### src/rtl/instr_fetch_unit.sv
// Program-counter / fetch stage ahead of the microinstruction RAM. It issues addresses,
// tags returned words with their PC and executes decoder redirects using a return stack.
module instr_fetch_unit #(
    parameter int                   ADDR_SIZE   = 11,
    parameter int                   RAM_WIDTH   = 22,
    parameter int                   STACK_DEPTH = 8,
    parameter logic [ADDR_SIZE-1:0] RESET_PC    = '0
) (
    input  logic                 clk,
    input  logic                 rst_n,
    input  logic                 run,
    output logic [ADDR_SIZE-1:0] mem_addr,
    output logic                 mem_rd_enb,
    input  logic [RAM_WIDTH-1:0] mem_data,
    output logic [RAM_WIDTH-1:0] instr_out,
    output logic [ADDR_SIZE-1:0] instr_pc,
    output logic                 instr_valid,
    input  logic                 instr_ready,
    input  logic                 redir_valid,
    input  logic [1:0]           redir_type,
    input  logic [ADDR_SIZE-1:0] redir_arg,
    output logic                 stk_ovf,
    output logic                 stk_unf
);

    localparam logic [1:0] RT_ABS  = 2'b00;
    localparam logic [1:0] RT_REL  = 2'b01;
    localparam logic [1:0] RT_CALL = 2'b10;
    localparam logic [1:0] RT_RET  = 2'b11;

    localparam int SPW  = $clog2(STACK_DEPTH + 1);
    localparam int IDXW = $clog2(STACK_DEPTH);

    logic [ADDR_SIZE-1:0] fetch_pc;
    logic [ADDR_SIZE-1:0] stack [STACK_DEPTH];
    logic [SPW-1:0]       sp;
    logic [SPW-1:0]       sp_m1;
    logic                 stack_empty;
    logic                 stack_full;
    logic                 take;
    logic                 push;
    logic [ADDR_SIZE-1:0] target;

    always_comb begin
        sp_m1       = sp - SPW'(1);
        stack_empty = (sp == '0);
        stack_full  = (sp == SPW'(STACK_DEPTH));
        take        = redir_valid & instr_valid & instr_ready;
        push        = take & (redir_type == RT_CALL) & ~stack_full;
        // Offsets are ADDR_SIZE wide, so sign extension is the identity and the add wraps.
        case (redir_type)
            RT_ABS:  target = redir_arg;
            RT_REL,
            RT_CALL: target = instr_pc + redir_arg;
            default: target = stack_empty ? RESET_PC : stack[sp_m1[IDXW-1:0]];
        endcase
    end

    assign mem_rd_enb = rst_n & run & (~instr_valid | instr_ready);
    assign mem_addr   = take ? target : fetch_pc;
    assign instr_out  = mem_data;

    always_ff @(posedge clk or negedge rst_n) begin
        if (!rst_n) begin
            fetch_pc    <= RESET_PC;
            instr_pc    <= '0;
            instr_valid <= 1'b0;
            sp          <= '0;
            stk_ovf     <= 1'b0;
            stk_unf     <= 1'b0;
        end else begin
            if (take) begin
                case (redir_type)
                    RT_CALL: begin
                        if (stack_full) stk_ovf <= 1'b1;
                        else            sp      <= sp + SPW'(1);
                    end
                    RT_RET: begin
                        if (stack_empty) stk_unf <= 1'b1;
                        else             sp      <= sp_m1;
                    end
                    default: ;
                endcase
            end
            if (mem_rd_enb) begin
                instr_valid <= 1'b1;
                instr_pc    <= mem_addr;
                fetch_pc    <= mem_addr + ADDR_SIZE'(1);
            end else begin
                // Only reachable with run=0 (or a stall): retire the consumed word, keep the PC.
                if (instr_valid && instr_ready) instr_valid <= 1'b0;
                if (take)                       fetch_pc    <= target;
            end
        end
    end

    // Entries above sp are dead, so the storage itself needs no reset.
    always_ff @(posedge clk) begin
        if (push) stack[sp[IDXW-1:0]] <= instr_pc + ADDR_SIZE'(1);
    end

endmodule

### config.mk
export PLATFORM = sky130hd
export DESIGN_NAME = instr_fetch_unit
export DESIGN_NICKNAME = d
export VERILOG_FILES = /design/src/rtl/instr_fetch_unit.sv
export SDC_FILE = /design/constraint.sdc
export NUM_CORES = 1
export LEC_CHECK = 0
export ABC_AREA = 1
export CORE_MARGIN = 4
export CORE_UTILIZATION = 50
export CTS_CLUSTER_DIAMETER = 60
export DETAILED_ROUTE_END_ITERATION = 6
export DONT_BUFFER_PORTS = 1
export PLACE_DENSITY = 0.65
export SLEW_MARGIN = 10
export SYNTH_ARGS = -nofsm -noshare
export SYNTH_HDL_FRONTEND = slang
export SYNTH_SLANG_ARGS = --single-unit
export TNS_END_PERCENT = 10
### constraint.sdc
create_clock -name clk -period 2.75 [get_ports clk]
set_input_delay 0.275 -clock clk [delete_from_list [all_inputs] [get_ports clk]]
set_output_delay 0.275 -clock clk [all_outputs]
set_load 0.005 [all_outputs]
==> metrics.log, run 1 <==
[metrics] P_int: between 4 and 5 mW
[metrics] max-cap check violation count: 0
[metrics] top_reg_cell synth: edfxtp_1
[metrics] post-route cell area: roughly 7200 µm²
[metrics] power spent charging and discharging nets: between 3 and 4 mW
[metrics] placeable core region: about 12000 µm²
[metrics] Commonest cells post-synth: 158 x nand2_1, 90 x nor2_1, 88 x edfxtp_1
[metrics] Crit Path Class: flop to output port
[metrics] total instance count after detailed placement: between 800 and 900
[metrics] area of the multi-input gates: 2460 µm²
[metrics] result of the run: finished clean
[metrics] final number of max-transition violations: 0
[metrics] gate count of the mapped netlist: between 600 and 700
[metrics] Routed Antenna Nets: 0
[metrics] area enclosed by the die boundary: 14300 µm²
[metrics] average wire length per cell after detail routing: 17.8 µm
[metrics] share of total power in the clock network: between 20 and 25%
[metrics] Detail Placement HPWL: 10.6 mm
[metrics] Placement Cell Area: ~6400 µm²
[metrics] share of synthesized registers carrying an async set or reset: between 20 and 25%
[metrics] Pre-Repair DR Iteration Count: 5
[metrics] global placer's final weighted congestion: ~0.86
[metrics] clock tree root buffer cell: clkbuf_16
[metrics] Final Skew: approximately 0.0084 ns
[metrics] syn_nets: between 700 and 800
[metrics] CTS H-Tree Depth: 4
[metrics] # IOs: just under 90
[metrics] accumulated negative setup slack: 0 ns
[metrics] number of clock buffers inserted by TritonCTS: 17
[metrics] FF+latch count, synth: 117
[metrics] met3 global-route usage: between 7 and 8%
[metrics] Total Nets Final: around 750
[metrics] synthesized area divided by synthesized cell count: roughly 9.2 µm²
[metrics] crit end category: output port
[metrics] register cell area after layout: about 3400 µm²
[metrics] pwr/cell area: between 1000 and 1500 nW/µm²
[metrics] final period demand of the worst path: between 2 and 3 ns
[metrics] sum of overflow across all layers after global routing: 0
[metrics] chip height: 120 µm
[metrics] signed area change from the synthesized netlist to the final layout: 15.1%
[metrics] Worst-Skew Late Latency: ~0.4 ns
[metrics] Clock Sinks: 117
[metrics] number of antenna violations at the first check in global routing: 0
[metrics] fillcell total: 1057
[metrics] worst vdd rail ir drop: roughly 490 µV
[metrics] Hold Violations, Final: 0
[metrics] sequential cell fraction of total power: a little under a third
[metrics] Clock Tree Buf Depth: 2
[metrics] netlist area before placement: between 6000 and 7000 µm²
[metrics] Yosys warning total: 0
[metrics] ant diodes: 0
[metrics] number of distinct standard cells referenced by the synthesized netlist: 40
[metrics] remaining design rule violation count: 0
[metrics] Crit path required time: between 2 and 2.5 ns
[metrics] DP Worst Slack: approximately 0.090 ns
[metrics] most frequent cell after synthesis: nand2_1
[metrics] total wirelength of the detailed-routed design: 15.5 mm
[metrics] share of the synthesized area in the top cell type: a little over two fifths
[metrics] met1 usage in global routing: between 20 and 30%
[metrics] Starting DRT DRC Count: approximately 310
[metrics] Hold Slack: ~0.054 ns
[metrics] Achievable Freq: roughly 0.38 GHz
[metrics] crit-path max FO: 12
[metrics] Hold/Removal Path Class: input pin to flop
[metrics] via count of the routed design: between 4000 and 5000
[metrics] Post-Layout Cell Count: around 870
[metrics] cell types occupying the most area after synthesis: edfxtp_1 42%, dfrtp_1 12%, nand2_1 9.5%
[metrics] fraction of power consumed by combinational cells: between 40 and 50%
[metrics] sequential element share of the synthesized area: between 50 and 60%
[metrics] via/cell ratio: 5.43
[metrics] Total GRT Usage: between 20% and 30%
[metrics] setup repair after global routing missed its margin: yes
[metrics] starting density of the core: between 50 and 60%
[metrics] Clock Pin Slew Worst Setup and Hold Paths: roughly 0.050 ns
[metrics] number of synthesized flops with an enable pin: just under 90
[metrics] met2 global-route usage: a little over a third
[metrics] final worst path period share: a little over nine tenths
[metrics] post-route setup slack: around 0.086 ns
[metrics] switching share of power: slightly below 40%
[metrics] TritonCTS clock tree: done
[metrics] Tightest Pin Transition: approximately 0.66 ns
[metrics] port buffer count: 0
[metrics] static leakage: 2.97 nW
[metrics] global-route wire length before repair: approximately 24 mm
[metrics] kind of launch point of the worst setup path: flop
[metrics] number of placement rows: 40
[metrics] largest net degree at the start of global routing: 50
[metrics] crit path DAT: between 2 and 2.5 ns
[metrics] fraction of layout instances using a drive strength above 1: roughly 18%
[metrics] remaining max-slew budget at the tightest pin: 56.0%
[metrics] busiest layer in global routing: met2
[metrics] largest area contributor in the netlist: edfxtp_1
[metrics] number of endpoints failing setup at the final stage: 0
[metrics] number of global-route vias before repair: ~4700
[metrics] width of the die: approximately 120 µm
[power groups by stage]
| stage | combinational, mW | sequential, mW | clock (mW) |
|---|---|---|---|
| after global routing | 3.90 | 2.44 | 2.05 |
| after floorplan | 2.25 | 2.39 | 0 |
| after CTS | 3.22 | 2.41 | 1.97 |
| after global placement | 2.99 | 2.44 | 0 |
| final | 3.52 | 2.42 | 1.95 |
| after detailed placement | 3.06 | 2.44 | 0 |
[per-layer routing]
layer  vias to the layer above  wire length [µm]
li1                       2254                 -
met1                      2250              6390
met2                       190              7510
met3                        28              1250
met4                         0               309
met5                         -                 0
[worst max-delay path: stages, from the launching register on]
cell and delay (ns):
dfrtp_1 0.38, inv_1 0.12, ha_4 0.24, inv_4 0.14
buf_4 0.17, nor2_1 0.05, o21ai_0 0.07, nand3_1 0.10
nand3_1 0.13, nand3_1 0.14, and2_2 0.27, buf_4 0.16
[final timing paths]
| check | from | to | slack [ns] | cells past startpoint |
|---|---|---|---|---|
| max reg2reg | instr_pc[0] | fetch_pc[8] | 0.18 | 12 |
| min | instr_ready | instr_valid | 0.05 | 3 |
| max in group asynchronous | rst_n | fetch_pc[8] | 2.23 | 2 |
| min in group asynchronous | rst_n | fetch_pc[3] | 0.33 | 2 |
| max | sp[1] | mem_addr[4] | 0.09 | 11 |
| min reg2reg | stk_unf | stk_unf | 0.52 | 1 |
[timing repair]
item,4_1_cts,5_1_grt
gates resized for setup,13,22
hold buffers,2,0
gates cloned,0,1
buffers inserted,0,6
hold endpoints to repair,29,0
pin swaps,1,10
setup endpoints to repair,7,9
[placed cells by master, fill, tap and decap left out, types with 9 or more instances in the layout]
master / synthesis / layout
a21oi_1: 10 / 9
buf_4: 26 / 35
clkbuf_16: 0 / 18
dfrtp_1: 29 / 29
edfxtp_1: 88 / 88
ha_1: 17 / 13
inv_1: 47 / 43
nand2_1: 158 / 153
nand3_1: 52 / 50
nor2_1: 90 / 89
o21ai_0: 49 / 48
or2_2: 9 / 9
xor2_1: 12 / 12
[registers in the layout, summed over array words and instances, names as in the netlist]
register	flops
fetch_pc	11
stk_ovf	1
sp	4
stack	88
instr_pc	11
stk_unf	1
instr_valid	1
[layout make-up]
| type | instances | share of cell area (%) |
|---|---|---|
| Timing Repair Buffer | 42 | 5.32 |
| Multi-Input combinational cell | 456 | 34.4 |
| Clock buffer | 20 | 6.10 |
| Tap cell | 168 | 2.94 |
| Clock inverter | 12 | 1.24 |
| Inverter | 54 | 2.89 |
| Sequential cell | 117 | 47.1 |
[metrics by stage]
stage	total power, mW	utilization, %
6_report	7.89	59.1
2_1_floorplan	4.64	-
5_1_grt	8.39	59.1
4_1_cts	7.60	57.8
3_3_place_gp	5.42	52.8
3_5_place_dp	5.51	52.8
[cells by family (layout without fill, tap and decap cells)]
family	after synthesis	in the layout	synth area share [%]
fa+ha+maj	18	18	3.74
compound gates	82	82	7.79
xor+xnor	19	19	2.80
buf+inv	100	128	7.91
simple gates	337	337	23.6
flops	117	117	54.2
No activity file was read; power rests on OpenSTA's default activity.
==> inputs of run 2 (changes only) <==
Settings changed: CORE_MARGIN 4 to 5, CTS_BUF_LIST set to sky130_fd_sc_hd__clkbuf_16.
==> run 2 against run 1 <==
First-iteration DRC count grew 48%. Sequential power barely moved. Hold slack lost 0.00092 ns. Power fell by 2.9%. Largest power group unchanged. Highest routed layer unchanged. Register-to-register slack is essentially flat. Clock power fell by 7%. Fmax increased by 0.12%. Die area is 3.4% higher. Clock skew hardly changed. Global-route usage up 0.30 points. The flow now finishes with violations (design-rule violations). Clock-buffer cell count shrank 3. Critical path type unchanged. Cell count rose by 0.23%.
==> metrics.log, run 2 (synthesis results as in run 1) <==
[metrics] result of the run: finished, violations left
[metrics] violated checks: design-rule violations
[metrics] Clock Tree Buf Depth: 2 (unchanged)
[metrics] chip height: 122 µm (+1.7%)
[metrics] total wirelength of the detailed-routed design: 15.6 mm (+1.1%)
[metrics] global placer's final weighted congestion: 0.938 (+9.2%)
[metrics] remaining design rule violation count: 3 (+3)
[metrics] Crit path required time: 2.48 ns (about the same)
[metrics] via/cell ratio: 5.44 (+0.19%)
[metrics] Hold/Removal Path Class: input pin to flop
[metrics] final period demand of the worst path: 2.66 ns (-0.00323 ns)
[metrics] Clock Pin Slew Worst Setup and Hold Paths: 0.05 ns (about the same)
[metrics] kind of launch point of the worst setup path: flop
[metrics] fraction of layout instances using a drive strength above 1: 17.9% (+0.38 points)
[metrics] via count of the routed design: 4742 (+0.42%)
[metrics] Hold Violations, Final: 0 (unchanged)
[metrics] launch point of the worst hold path: instr_ready
[metrics] Starting DRT DRC Count: 456 (+48%)
[metrics] Tightest Pin Transition: 0.645 ns (-0.0134 ns)
[metrics] placeable core region: 12100 µm² (unchanged)
[metrics] number of placement rows: 40 (unchanged)
[metrics] pwr/cell area: 1070 nW/µm² (-2.9%)
[metrics] crit path DAT: 2.39 ns (about the same)
[metrics] Achievable Freq: 0.376 GHz (+0.12%)
[metrics] number of global-route vias before repair: 4839 (+3.4%)
[metrics] # IOs: 88 (unchanged)
[metrics] Total Nets Final: 748 (+0.27%)
[metrics] largest net degree at the start of global routing: 30 (-40%)
[metrics] number of clock buffers inserted by TritonCTS: 17 (unchanged)
[metrics] Clock Sinks: 117 (unchanged)
[metrics] area enclosed by the die boundary: 14800 µm² (+3.4%)
[metrics] crit end category: output port
[metrics] clock tree root buffer cell: clkbuf_16
[metrics] Routed Antenna Nets: 0 (unchanged)
[metrics] Total GRT Usage: 22.5% (+0.30 points)
[metrics] sum of overflow across all layers after global routing: 0 (unchanged)
[metrics] most frequent cells in the layout: 152 x nand2_1, 88 x edfxtp_1, 87 x nor2_1
[metrics] Detail Placement HPWL: 10.7 mm (+0.84%)
[metrics] number of flip-flops in the largest register: 88 (unchanged)
[metrics] worst reg2reg endpoint: fetch_pc[9]
[metrics] final worst path period share: 96.8% (-0.12 points)
[metrics] worst vdd rail ir drop: 489 µV (+0.83%)
[metrics] port buffer count: 0 (unchanged)
[metrics] Final Skew: 0.00871 ns (+0.000265 ns)
[metrics] TritonCTS clock tree: done
[metrics] crit-path max FO: 3 (-9)
[metrics] total instance count after detailed placement: 832 (+0.48%)
[metrics] starting density of the core: 51.3% (unchanged)
[metrics] max-cap check violation count: 0 (unchanged)
[metrics] average wire length per cell after detail routing: 17.9 µm (+0.89%)
[metrics] FF-to-FF setup slack: 0.17 ns (about the same)
[metrics] fillcell total: 1051 (-0.57%)
[metrics] R2R Path Start: instr_pc[0]
[metrics] signed area change from the synthesized netlist to the final layout: 15.1% (unchanged)
[metrics] global-route wire length before repair: 25.4 mm (+3.9%)
[metrics] width of the die: 122 µm (+1.7%)
[metrics] number of endpoints failing setup at the final stage: 0 (unchanged)
[metrics] Post-Layout Cell Count: 871 (+0.23%)
[metrics] Worst-Skew Late Latency: 0.41 ns (about the same)
[metrics] reg2reg path depth: 19 (+7)
[metrics] Placement Cell Area: 6440 µm² (+0.59%)
[metrics] setup repair after global routing missed its margin: yes
[metrics] static leakage: 2.98 nW (+0.45%)
[metrics] Setup crit end: mem_addr[10]
[metrics] post-route cell area: 7150 µm² (unchanged)
[metrics] Crit Path Class: flop to output port
[metrics] worst setup path startpoint: instr_pc[0]
[metrics] Pre-Repair DR Iteration Count: 7 (+2)
[metrics] number of antenna violations at the first check in global routing: 0 (unchanged)
[metrics] Util after Layout: 59.1% (unchanged)
[metrics] final number of max-transition violations: 0 (unchanged)
[metrics] CTS H-Tree Depth: 4 (unchanged)
[metrics] remaining max-slew budget at the tightest pin: 56.9% (+0.90 points)
[metrics] ant diodes: 0 (unchanged)
[metrics] most common library cell in the layout ignoring fill and taps: nand2_1
## run 2: final cells by class
class | instances | area (µm²) | area share, %
flip-flops and latches | 117 | 3370 | 47.1
multi-input cells | 456 | 2500 | 34.9
clock buffers | 17 | 425 | 5.95
repair buffers | 44 | 380 | 5.32
well taps | 168 | 210 | 2.94
inverters | 54 | 204 | 2.85
clock inverters | 15 | 66.3 | 0.927
## run 2: what timing repair did
item,4_1_cts,5_1_grt
endpoints found under the hold margin,29,0
pin swaps,0,9
gates cloned,0,0
hold buffers,2,0
resized for setup,7,33
buffers inserted,0,5
endpoints found under the setup margin,5,11
## run 2: how the worst min path moves through the flow
stage          slack (ns)     endpoint  cells past startpoint
6_report             0.05  instr_valid                      3
5_1_grt              0.06  instr_valid                      3
4_1_cts              0.04  instr_valid                      3
3_5_place_dp        -0.02  fetch_pc[1]                      0
3_3_place_gp        -0.02  fetch_pc[2]                      0
2_1_floorplan       -0.02  fetch_pc[0]                      0
## run 2: per-stage QoR
| step | power [mW] | hold slack [ns] | setup slack, ns | setup TNS (ns) |
|---|---|---|---|---|
| after floorplan | 4.64 | -0.0206 | 0.00736 | 0 |
| after global placement | 5.48 | -0.0198 | 0.274 | 0 |
| after detailed placement | 5.56 | -0.0199 | 0.168 | 0 |
| after CTS | 7.43 | 0.0413 | 0.00366 | 0 |
| after global routing | 8.22 | 0.0617 | -0.0643 | -0.297 |
| final | 7.66 | 0.0531 | 0.0892 | 0 |
## run 2: power breakdown
| group | leakage [nW] | internal [mW] | switching, mW |
|---|---|---|---|
| clock network | 0.270 | 1.10 | 0.715 |
| registers | 1.14 | 2.25 | 0.160 |
| logic | 1.57 | 1.27 | 2.16 |
## run 2: worst max-delay path, cell delays in order, from the launching register on
cell	delay, ns
dfrtp_1	0.41
ha_4	0.18
fa_2	0.38
nand3_4	0.11
nand2_4	0.08
nand2_4	0.08
nand2_2	0.06
nand2_2	0.07
nand2_2	0.05
nand2_1	0.06
nand2_1	0.04
o21ai_1	0.14
nand2_1	0.08
nand3_1	0.10
nand2_2	0.08
inv_2	0.06
## run 2: layer usage
layer / routed length, µm / global-route usage [%] / vias to the layer above / part of all wire [%]
met5: 0 / 0 / - / 0
met4: 440 / 9.38 / 0 / 2.8
met3: 1220 / 7.32 / 43 / 7.8
met2: 7660 / 36.2 / 219 / 49
met1: 6320 / 28.0 / 2224 / 40
li1: - / - / 2256 / -
==> inputs of run 3 (changes only) <==
Settings changed: PLACE_DENSITY 0.65 to 0.62.
Clock period 2.75 ns to 2.65 ns, I/O delays scaled along.
==> run 3 against run 2 <==
The run now ends clean. Clock power grew 22%. Global-route usage shrank 0.11 points. First-iteration DRC count shrank 27%.
==> metrics.log, run 3 (synthesis results as in run 1) <==
[metrics] result of the run: finished clean
[metrics] fraction of layout instances using a drive strength above 1: 21.0% (+3.0 points)
[metrics] cell with the most instances on the worst path: buf_6
[metrics] static leakage: 3.06 nW (+2.6%)
[metrics] port buffer count: 0 (unchanged)
[metrics] Crit path required time: 2.38 ns (-0.10 ns)
[metrics] clock tree root buffer cell: clkbuf_16
[metrics] R2R Path Start: sp[0]
[metrics] Setup crit end: mem_addr[6]
[metrics] CTS H-Tree Depth: 4 (unchanged)
[metrics] remaining max-slew budget at the tightest pin: 54.8% (-2.1 points)
[metrics] Detail Placement HPWL: 10.9 mm (+1.5%)
[metrics] worst reg2reg endpoint: fetch_pc[8]
[metrics] Crit Path Class: flop to output port
[metrics] Slowest Stage Delay on Critical Path: 0.39 ns (-0.02 ns)
[metrics] largest net degree at the start of global routing: 50 (+67%)
[metrics] Clock Sinks: 117 (unchanged)
[metrics] global placer's final weighted congestion: 0.864 (-7.9%)
[metrics] number of antenna violations at the first check in global routing: 0 (unchanged)
[metrics] post-route cell area: 7410 µm² (+3.5%)
[metrics] crit path DAT: 2.33 ns (-0.06 ns)
[metrics] chip height: 122 µm (unchanged)
[metrics] most common library cell in the layout ignoring fill and taps: nand2_1
[metrics] ant diodes: 0 (unchanged)
[metrics] starting density of the core: 51.3% (unchanged)
[metrics] cell at the slowest stage of the critical path: ha_4
[metrics] most frequent cells in the layout: 149 x nand2_1, 88 x edfxtp_1, 86 x nor2_1
[metrics] via/cell ratio: 5.31 (-2.5%)
[metrics] Total GRT Usage: 22.4% (-0.11 points)
[metrics] remaining design rule violation count: 0 (-3)
[metrics] Hold Violations, Final: 0 (unchanged)
[metrics] FF-to-FF setup slack: 0.09 ns (-0.08 ns)
[metrics] accumulated negative setup slack: 0 ns (unchanged)
[metrics] Clock Pin Slew Worst Setup and Hold Paths: 0.05 ns (about the same)
[metrics] pwr/cell area: 1170 nW/µm² (+9.2%)
[metrics] ordered cell list for the critical path: inv_2 > ha_4 > inv_8 > buf_6 > nor2_1 > o21ai_0 > nand3_1 > nand3_2 > nand2_1 > inv_1 > a21boi_4 > buf_6
[metrics] number of flip-flops in the largest register: 88 (unchanged)
[metrics] via count of the routed design: 4668 (-1.6%)
[metrics] Hold/Removal Path Class: input pin to flop
[metrics] Routed Antenna Nets: 0 (unchanged)
[metrics] global-route wire length before repair: 24.7 mm (-2.7%)
[metrics] worst setup path startpoint: sp[0]
[metrics] width of the die: 122 µm (unchanged)
[metrics] Pre-Repair DR Iteration Count: 5 (-2)
[metrics] signed area change from the synthesized netlist to the final layout: 19.1%
[metrics] final number of max-transition violations: 0 (unchanged)
[metrics] Total Nets Final: 756 (+1.1%)
[metrics] number of endpoints failing setup at the final stage: 0 (unchanged)
[metrics] crit-path max FO: 11 (+8)
[metrics] area enclosed by the die boundary: 14800 µm² (unchanged)
[metrics] max-cap check violation count: 0 (unchanged)
[metrics] final worst path period share: 98.1%
[metrics] Worst-Skew Late Latency: 0.42 ns (about the same)
[metrics] Achievable Freq: between 0.3 and 0.4 GHz
[metrics] number of global-route vias before repair: 4631 (-4.3%)
[metrics] final period demand of the worst path: 2.60 ns
[metrics] TritonCTS clock tree: done
[metrics] Clock Tree Buf Depth: 2 (unchanged)
[metrics] Final Skew: 0.0180 ns (+0.00925 ns)
[metrics] reg2reg path depth: 15 (-4)
[metrics] # IOs: 88 (unchanged)
[metrics] worst vdd rail ir drop: 587 µV (+20%)
[metrics] total wirelength of the detailed-routed design: 15.8 mm (+1.1%)
[metrics] crit end category: output port
[metrics] kind of launch point of the worst setup path: flop
[metrics] sum of overflow across all layers after global routing: 0 (unchanged)
[metrics] Starting DRT DRC Count: 331 (-27%)
[metrics] average wire length per cell after detail routing: 18.0 µm (+0.14%)
[metrics] Hold Slack: 0.0503 ns (-0.00289 ns)
[metrics] placeable core region: 12100 µm² (unchanged)
[metrics] number of placement rows: 40 (unchanged)
[metrics] setup repair after global routing missed its margin: yes
[metrics] cell count of the worst hold path: 3 (unchanged)
[metrics] Tightest Pin Transition: 0.675 ns (+0.0308 ns)
[metrics] number of clock buffers inserted by TritonCTS: 17 (unchanged)
[metrics] Placement Cell Area: 6440 µm² (+0.12%)
[run 3: cell count changes in the layout (fill, tap and decap cells not counted), sizes merged]
cell	change
clkbuf	+2
buf	+6
inv	-4
bufinv	+3
clkinv	+1
[run 3: where the power goes]
part | internal, mW | switching, mW | total [mW]
clock | 1.45 | 0.778 | 2.22
combinational | 1.58 | 2.38 | 3.96
sequential | 2.34 | 0.146 | 2.48
total | 5.36 | 3.30 | 8.66
[run 3: what timing repair did]
item / in CTS / in global routing
pin swaps: 7 / 20
endpoints found under the setup margin: 7 / 12
hold buffers: 2 / 0
resized for setup: 19 / 45
gates cloned: 0 / 2
buffers inserted: 3 / 6
endpoints found under the hold margin: 29 / 0
[run 3: per-layer routing]
metal | part of all wire, % | global-route usage [%]
met5 | 0 | 0
met4 | 1.7 | 9.03
met3 | 7.3 | 6.90
met2 | 49 | 36.1
met1 | 42 | 28.1
[run 3: how the worst min path moves through the flow]
stage / start / end / slack (ns)
3_3_place_gp: rst_n / instr_pc[2] / -0.03
3_5_place_dp: rst_n / instr_pc[2] / -0.03
5_1_grt: instr_ready / instr_valid / 0.05
2_1_floorplan: rst_n / fetch_pc[0] / -0.03
6_report: instr_ready / instr_valid / 0.05
4_1_cts: instr_ready / instr_valid / 0.03
[run 3: metrics by stage]
stage,setup WS [ns],util (%),total power [mW],cells
final,0.0510,61.1,8.66,879
after global routing,-0.0720,61.1,9.25,879
after CTS,-0.00436,59.1,8.19,871
after detailed placement,0.0393,53.2,5.79,834
after global placement,0.164,53.2,5.73,834
after floorplan,-0.0926,-,4.82,673
[run 3: critical path: cells and delay by family, from the launching register on]
| kind | cells | cell delay [ns] |
|---|---|---|
| fa+ha+maj | 1 | 0.39 |
| flops | 1 | 0.37 |
| compound gates | 2 | 0.31 |
| buf+inv | 5 | 0.49 |
| simple gates | 4 | 0.36 |
[run 3: layout make-up]
| type | instances | area (µm²) |
|---|---|---|
| Tap cell | 168 | 210 |
| Multi-Input combinational cell | 456 | 2560 |
| Inverter | 54 | 211 |
| Timing Repair Buffer | 52 | 477 |
| Clock inverter | 15 | 148 |
| Sequential cell | 117 | 3370 |
| Clock buffer | 17 | 425 |
| Fill cell | 1019 | 4710 |
